<file path="src/rtl/fp_expand_if.sv">
// fp_expand_if: handshake bundle for the (S,E,F) -> linear expander.
// The producer/consumer side (master) drives the input word and out_ready.
// The expander itself uses the slave modport.
interface fp_expand_if #(
  parameter int DW = 12,
  parameter int EW = 3,
  parameter int FW = 4
);
  logic          in_valid;
  logic          in_ready;
  logic          in_s;
  logic [EW-1:0] in_e;
  logic [FW-1:0] in_f;
  logic          out_valid;
  logic          out_ready;
  logic [DW-1:0] out_d;

  modport master (
    output in_valid, in_s, in_e, in_f, out_ready,
    input  in_ready, out_valid, out_d
  );

  modport slave (
    input  in_valid, in_s, in_e, in_f, out_ready,
    output in_ready, out_valid, out_d
  );
endinterface

</file>
<file path="src/rtl/fp_expand_seq.sv">
// fp_expand_seq: rebuilds a DW-bit two's-complement value from an (S,E,F)
// word, D = (S ? -1 : 1) * (F << E). A single-bit-per-cycle shifter is used.
// Optional build macro FPDEC_HALF_LSB_EN: for E != 0 a half-LSB is appended
// so the result lands at the midpoint of the quantisation interval.
module fp_expand_seq #(
  parameter int DW = 12,
  parameter int EW = 3,
  parameter int FW = 4
) (
  input  logic         clk,
  input  logic         rst,
  fp_expand_if.slave   bus
);

  typedef enum logic [1:0] {
    IDLE  = 2'd0,
    SHIFT = 2'd1,
    SIGN  = 2'd2,
    DONE  = 2'd3
  } state_t;

  state_t        state;
  state_t        state_nxt;
  logic          sign_bit;
  logic          sign_nxt;
  logic [DW-1:0] acc;
  logic [DW-1:0] acc_nxt;
  logic [EW-1:0] cnt;
  logic [EW-1:0] cnt_nxt;
  logic [DW-1:0] out_d_q;
  logic [DW-1:0] out_d_nxt;
  logic          out_valid_q;
  logic          out_valid_nxt;
  logic          in_ready_int;
  logic [FW-1:0] f_in;
  logic [EW-1:0] e_in;

  assign f_in          = bus.in_f;
  assign e_in          = bus.in_e;
  // Accept only while idle; a held reset keeps the input closed.
  assign in_ready_int  = (state == IDLE) && !rst;
  assign bus.in_ready  = in_ready_int;
  assign bus.out_valid = out_valid_q;
  assign bus.out_d     = out_d_q;

  // Next-state and datapath update for the accept/shift/sign/deliver sequence.
  always_comb begin
    state_nxt     = state;
    sign_nxt      = sign_bit;
    acc_nxt       = acc;
    cnt_nxt       = cnt;
    out_d_nxt     = out_d_q;
    out_valid_nxt = out_valid_q;
    case (state)
      IDLE: begin
        if (bus.in_valid && in_ready_int) begin
          sign_nxt  = bus.in_s;
`ifdef FPDEC_HALF_LSB_EN
          // Appending a 1 below F and shifting one fewer time adds 1<<(E-1).
          if (e_in != {EW{1'b0}}) begin
            acc_nxt = DW'({f_in, 1'b1});
            cnt_nxt = e_in - EW'(1);
          end else begin
            acc_nxt = DW'(f_in);
            cnt_nxt = e_in;
          end
`else
          acc_nxt   = DW'(f_in);
          cnt_nxt   = e_in;
`endif
          state_nxt = SHIFT;
        end else begin
          state_nxt = IDLE;
        end
      end
      SHIFT: begin
        if (cnt != {EW{1'b0}}) begin
          acc_nxt   = acc << 1;
          cnt_nxt   = cnt - EW'(1);
          state_nxt = SHIFT;
        end else begin
          state_nxt = SIGN;
        end
      end
      SIGN: begin
        // Negating zero gives zero, so no negative zero can appear.
        if (sign_bit) begin
          out_d_nxt = ~acc + DW'(1);
        end else begin
          out_d_nxt = acc;
        end
        out_valid_nxt = 1'b1;
        state_nxt     = DONE;
      end
      DONE: begin
        if (bus.out_ready) begin
          out_valid_nxt = 1'b0;
          state_nxt     = IDLE;
        end else begin
          state_nxt     = DONE;
        end
      end
      default: begin
        out_valid_nxt = 1'b0;
        state_nxt     = IDLE;
      end
    endcase
  end

  // State register; reset aborts any operation in flight.
  always_ff @(posedge clk or posedge rst) begin
    if (rst) begin
      state <= IDLE;
    end else begin
      state <= state_nxt;
    end
  end

  // Datapath and output registers.
  always_ff @(posedge clk or posedge rst) begin
    if (rst) begin
      sign_bit    <= 1'b0;
      acc         <= {DW{1'b0}};
      cnt         <= {EW{1'b0}};
      out_d_q     <= {DW{1'b0}};
      out_valid_q <= 1'b0;
    end else begin
      sign_bit    <= sign_nxt;
      acc         <= acc_nxt;
      cnt         <= cnt_nxt;
      out_d_q     <= out_d_nxt;
      out_valid_q <= out_valid_nxt;
    end
  end

endmodule

</file>
<file path="src/flat_wrapper.sv">
// flat-port wrapper written by rule: the top's interface ports become plain ports
module fp_expand_seq_flat 
#(
  parameter int DW = 12,
  parameter int EW = 3,
  parameter int FW = 4
)
  (clk, rst, bus_in_valid, bus_in_s, bus_in_e, bus_in_f, bus_out_ready, bus_in_ready, bus_out_valid, bus_out_d);
  fp_expand_if #(.DW(DW), .EW(EW), .FW(FW)) bus_i ();
  input  logic clk;
  input  logic rst;
  input wire logic [$bits(bus_i.in_valid)-1:0] bus_in_valid;
  input wire logic [$bits(bus_i.in_s)-1:0] bus_in_s;
  input wire logic [$bits(bus_i.in_e)-1:0] bus_in_e;
  input wire logic [$bits(bus_i.in_f)-1:0] bus_in_f;
  input wire logic [$bits(bus_i.out_ready)-1:0] bus_out_ready;
  output wire logic [$bits(bus_i.in_ready)-1:0] bus_in_ready;
  output wire logic [$bits(bus_i.out_valid)-1:0] bus_out_valid;
  output wire logic [$bits(bus_i.out_d)-1:0] bus_out_d;
  assign bus_i.in_valid = bus_in_valid;
  assign bus_i.in_s = bus_in_s;
  assign bus_i.in_e = bus_in_e;
  assign bus_i.in_f = bus_in_f;
  assign bus_i.out_ready = bus_out_ready;
  assign bus_in_ready = bus_i.in_ready;
  assign bus_out_valid = bus_i.out_valid;
  assign bus_out_d = bus_i.out_d;
  fp_expand_seq #(.DW(DW), .EW(EW), .FW(FW)) u_core (.clk(clk), .rst(rst), .bus(bus_i));
endmodule
</file>
<file path="config.mk">
export PLATFORM = sky130hd
export DESIGN_NAME = fp_expand_seq_flat
export DESIGN_NICKNAME = d
export VERILOG_FILES = /design/src/rtl/fp_expand_if.sv /design/src/rtl/fp_expand_seq.sv /design/src/flat_wrapper.sv
export SDC_FILE = /design/constraint.sdc
export NUM_CORES = 1
export LEC_CHECK = 0
export ABC_AREA = 1
export BUFFER_PORTS_ARGS = -buffer_cell sky130_fd_sc_hd__buf_2
export CORE_MARGIN = 2
export CORE_UTILIZATION = 59
export DETAILED_ROUTE_END_ITERATION = 8
export PLACE_DENSITY = 0.83
export SLEW_MARGIN = 20
export SYNTH_ARGS = -nofsm -noshare
export SYNTH_HDL_FRONTEND = slang
export SYNTH_SLANG_ARGS = --single-unit
</file>
<file path="constraint.sdc">
create_clock -name clk -period 3.5 [get_ports clk]
set_input_delay 0.525 -clock clk [delete_from_list [all_inputs] [get_ports clk]]
set_output_delay 0.525 -clock clk [all_outputs]
set_load 0.05 [all_outputs]
</file>
* After elaboration in Yosys (flattened, before gate mapping)
Cells that the tools add are included.
** Operators by class
- Multiplexer cells :: 13
- Bitwise operators :: 1
- Add/sub/neg operators :: 2
- Equal/unequal tests :: 6
- Reductions and logical operators :: 10
** Operators with widths (number)
- 2-to-1 mux 12 bit :: 3
- one-hot mux 12 bit (2 select lines) :: 1
- adder 12 x 1 -> 12 bit (second input constant) :: 1
- inverter 12 bit :: 1
- one-hot mux 2 bit (4 select lines) :: 1
- 2-to-1 mux 3 bit :: 2
- one-hot mux 3 bit (2 select lines) :: 1
- equality test 2 bit (second input constant) :: 2
- 2-to-1 mux 2 bit :: 2
- inequality test 2 bit (second input constant) :: 2
- AND reduction 2 bit :: 2
- nonzero test 2 bit :: 2
- AND reduction 3 bit :: 1
- nonzero test 3 bit :: 1
- subtractor 3 x 1 -> 3 bit (second input constant) :: 1
- equality test 2 x 1 -> 1 bit (second input constant) :: 1
- logical AND 1 bit :: 2
- zero test 2 bit :: 1
- 2-to-1 mux 1 bit :: 2
- inequality test 2 x 1 -> 1 bit (second input constant) :: 1
- one-hot mux 1 bit (2 select lines) :: 1
- zero test 1 bit :: 1
** Word-level totals
- Output and inout bits :: 14
- Bits in registers :: 31
- Input port bits :: 12
- Word-level logic and storage cells :: 38

* Depth between registers and ports, before layout
- Word-level depth :: 5
- Depth in mapped cells :: 8
- Gate-level depth less buffers :: 8

* Worst setup path after synthesis
OpenSTA, ideal clock, no wires.
- Path type :: input port to flip-flop
- Start point :: input rst
- End point :: register u_core.acc[1]
- Data required time :: 3.370 ns
- Slack :: 1.907 ns
- Library setup time :: 0.130 ns
- Arrival time :: 1.463 ns
- Stages :: 5
- Buffers on the path :: 1
- Cell sequence :: nor3_4 -> nand2_2 -> nand2_4 -> buf_8 -> o21ai_0
** On the way
- Word-level cells in the longest chain between the ends :: 5
** RTL lines
- from (decl) :: RTL line flat_wrapper.sv:11 : input logic rst;
- zero test 1 bit :: RTL line fp_expand_seq.sv:41 : assign in_ready_int = (state == IDLE) && !rst;
- logical AND 1 bit :: RTL line fp_expand_seq.sv:41
- logical AND 1 bit :: RTL line fp_expand_seq.sv:56 : if (bus.in_valid && in_ready_int) begin
- inequality test 2 bit (no line)
- AND reduction 3 bit (no line)
- to (signal assigned) :: RTL line fp_expand_seq.sv:123 : acc <= {DW{1'b0}};
- to (signal assigned) :: RTL line fp_expand_seq.sv:129 : acc <= acc_nxt;
- to (decl) :: RTL line fp_expand_seq.sv:26 : logic [DW-1:0] acc;
No other way between the ends.
A chain may end at the register's enable or synchronous reset.

* Worst setup path after layout
- Start point :: register u_core.state[1]
- End point :: output bus_in_ready
** On the way
- Word-level cells in the longest chain between the ends :: 2
** RTL lines
- from (decl) :: RTL line fp_expand_seq.sv:22 : state_t state;
- from (signal assigned) :: RTL line fp_expand_seq.sv:115 : state <= state_nxt;
- zero test 2 bit :: RTL line fp_expand_seq.sv:41
- logical AND 1 bit :: RTL line fp_expand_seq.sv:41
- to (decl) :: RTL line flat_wrapper.sv:17 : output wire logic [$bits(bus_i.in_ready)-1:0] bus_in_ready;
No other way between the ends.

==> reports/summary.log <==
INFO  clock_network  clk_path_buf_depth=2
INFO  placement      port_buffers=25
INFO  synth          synth-seq-cells=31
INFO  timing         slew_headroom=58.5%
INFO  synth          post-synth-top-area-fraction=47.9%
INFO  min_path       hold_path_class=in2async
INFO  routing        remaining_drc_errors=0
INFO  timing         totalNegativeSetupSlack=0ns
INFO  floorplanning  rows=18
INFO  power          power-per-cell-area=1010nW/um2
INFO  floorplanning  die_w=56.4um
INFO  worst_setup_path setup.worst_path.class=reg2out
INFO  clock_network  cts.reportedPaths.clkPinSlew=0.10ns
INFO  routing        drtAntennaViolNets=0
INFO  power          power.static_leakage=0.938nW
INFO  grt            global_route.peak_usage_layer=met2
INFO  cells_and_area finalNetCount=240
INFO  grt            antenna_violations_before_repair=0
INFO  timing         timing_hold_violations_final=0
INFO  worst_setup_path critical_path.startpoint_type=flop
INFO  worst_setup_path worstPathBufferInverterCount=1
INFO  worst_setup_path crit_path_end_kind=output port
INFO  floorplanning  initial_utilization=63.6%
INFO  synth          ys_top_cells_by_area=sky130_fd_sc_hd__dfrtp_1 48%, sky130_fd_sc_hd__nand2_1 12%, sky130_fd_sc_hd__nand3_1 8.3%
INFO  floorplanning  boundaryPins=26
INFO  placement      gp_congestion=0.917
INFO  routing        avgRoutedWirePerCell=13.0um
INFO  synth          postSynthCellCount=200
INFO  grt            met2_usage=38.0%
INFO  synth          synth.yosys.seq_area_share=47.9%
INFO  cells_and_area insertedDiodeCount=0
INFO  clock_network  cts_inserted_buffers=5
INFO  grt            globalRouteTotalUtil=23.1%
INFO  timing         finalWorstPathRequiredPeriod=1.89ns
INFO  worst_setup_path critical-path-slowest-cell=sky130_fd_sc_hd__dfrtp_1
INFO  clock_network  insertion_delay=0.33ns
INFO  timing         rsz0062_at_grt=no
INFO  synth          synthesis.area_per_instance=8.10um2
INFO  routing        drt_first_iter_violations=100
INFO  timing         finalMaxSlewViolations=0
INFO  floorplanning  coreArea=2540um2
INFO  worst_setup_path worst_path_dominant_cell_family=flip-flops
INFO  cells_and_area fillers=195
INFO  grt            global_route.overflow_total=0
INFO  timing         hold_ws=0.294ns
INFO  flow_run       maxCapViolations=0
INFO  grt            grt_first_pass_wirelength=5730um
INFO  routing        dr_vias_cell=5.43
INFO  placement      dp_hpwl=2420um
INFO  clock_network  sink_count_of_the_clock_tree=31
INFO  routing        routed_wirelength=3320um
INFO  cells_and_area synthesis_to_layout_area_growth=10.8%
INFO  timing         worst-slew-pin-transition=0.622ns
INFO  routing        drtPass1Iterations=5
INFO  clock_network  cts_tree=built
INFO  timing         final_min_period_over_clock_period=54.0%
INFO  synth          total_standard_cell_area_after_synthesis=1620um2
INFO  worst_setup_path path_cells=nor3_4 -> buf_2
INFO  grt            grtUsageMet3=7.14%
INFO  cells_and_area highest_count_cells_in_the_layout_ignoring_fill_and_taps=51 x sky130_fd_sc_hd__nand2_1, 31 x sky130_fd_sc_hd__dfrtp_1, 27 x sky130_fd_sc_hd__nand3_1, 25 x sky130_fd_sc_hd__buf_2
INFO  synth          synth-warning-count=0
INFO  grt            global_route.usage.met1=29.0%
INFO  worst_setup_path crit_arrival=1.36ns
INFO  synth          synth_cell_types=24
INFO  clock_network  post-cts-setup-buffer-count=0
INFO  clock_network  cts-root-buf=sky130_fd_sc_hd__clkbuf_4
INFO  clock_network  cts_hold_buf=0
INFO  synth          synth_fp_nets=215
INFO  cells_and_area most_frequent_standard_cell_in_the_layout_excluding_fill_and_tap_cells=sky130_fd_sc_hd__nand2_1
INFO  grt            first_global_vias=1298
INFO  grt            pin_count_of_the_biggest_net_entering_global_routing=32
INFO  timing         fmax=529MHz
INFO  clock_network  cts_resized=0
INFO  cells_and_area post_route_cells_drive_above_1_share=19.0%
INFO  worst_setup_path cpPeakStageDelay=0.46ns
INFO  timing         setup_viol=0
INFO  floorplanning  total_die_area=3180um2
INFO  clock_network  cts-htree-levels=2
INFO  power          vdd_ir_drop_max=799uV
INFO  floorplanning  die_height=56.4um
INFO  worst_setup_path critical_path.max_fanout=4
INFO  synth          dominant_cell_type_by_area_after_synthesis=sky130_fd_sc_hd__dfrtp_1
INFO  worst_setup_path cp.required=2.97ns
INFO  routing        routed-via-count=1389
INFO  run_status     status=completed
INFO  timing         timing.clock.skew=0.0115ns
[worst paths after layout]
check                                                      start                                to  slack [ns]  cells after the start
min in group clk                                        bus_in_s       u_core.sign_bit$_DFFE_PP0P_        0.42                      3
worst max register to register         u_core.state[1]$_DFF_PP0_   u_core.bus.out_d[4]$_DFFE_PP0P_        1.79                      4
max in group asynchronous                                    rst         u_core.cnt[1]$_DFFE_PP0P_        2.79                      2
worst max-delay path                   u_core.state[1]$_DFF_PP0_                      bus_in_ready        1.61                      2
worst min register to register  u_core.bus.out_d[11]$_DFFE_PP0P_  u_core.bus.out_d[11]$_DFFE_PP0P_        0.48                      2
worst min-delay path                                         rst       u_core.sign_bit$_DFFE_PP0P_        0.29                      2
[registers in the layout, summed over array words and instances, names as in the netlist]
register and count:
u_core.state 2, u_core.bus.out_d 12, u_core.acc 12, u_core.sign_bit 1, u_core.cnt 3, u_core.bus.out_valid 1
[cell usage after synthesis, drive strengths merged]
library cell,number
nand2,54
dfrtp,31
nand3,27
o21ai,27
inv,23
nor2,16
buf,7
ha,3
o211ai,3
xor2,3
a21oi,2
a31oi,1
nand3b,1
nand4,1
nor3,1
[cell type report]
type	count	area, um2	area share [%]
Sequential cell	31	776	43.2
Inverter	23	86.3	4.81
Multi-Input combinational cell	139	701	39.1
Timing Repair Buffer	25	125	6.97
Clock buffer	8	68.8	3.84
Tap cell	30	37.5	2.09
[layer usage]
layer,share of wire [%],vias to the layer above
met4,0.63,0
met2,50,62
met5,0,-
met3,6.4,2
li1,-,697
met1,43,628
[cell families after synthesis]
logic type,Yosys count,synth area share (%)
AND/OR/NAND/NOR,100,27.7
flip-flops,31,47.9
buffers and inverters,30,8.81
XOR/XNOR,3,1.62
AO/OA/AOI/OAI,33,11.7
adder cells (fa/ha/maj),3,2.32
[report_power, final]
group | switching, mW | leakage (nW) | internal (mW)
clock network | 0.115 | 0.0386 | 0.118
registers | 0.126 | 0.398 | 0.492
logic | 0.701 | 0.501 | 0.260
[through the flow]
step           instance area (um2)  cells  utilization (%)  power (mW)  worst slack (ns)
6_report                      1790    256             70.5        1.81              1.61
5_1_grt                       1790    256             70.5        1.96              1.54
4_1_cts                       1790    256             70.5        1.81              1.59
3_5_place_dp                  1730    248             67.8        1.58              1.78
3_3_place_gp                  1730    248             67.8        1.52              1.87
2_1_floorplan                 1620    200                -        1.41              1.91
No activity file was read; power rests on OpenSTA's default activity.
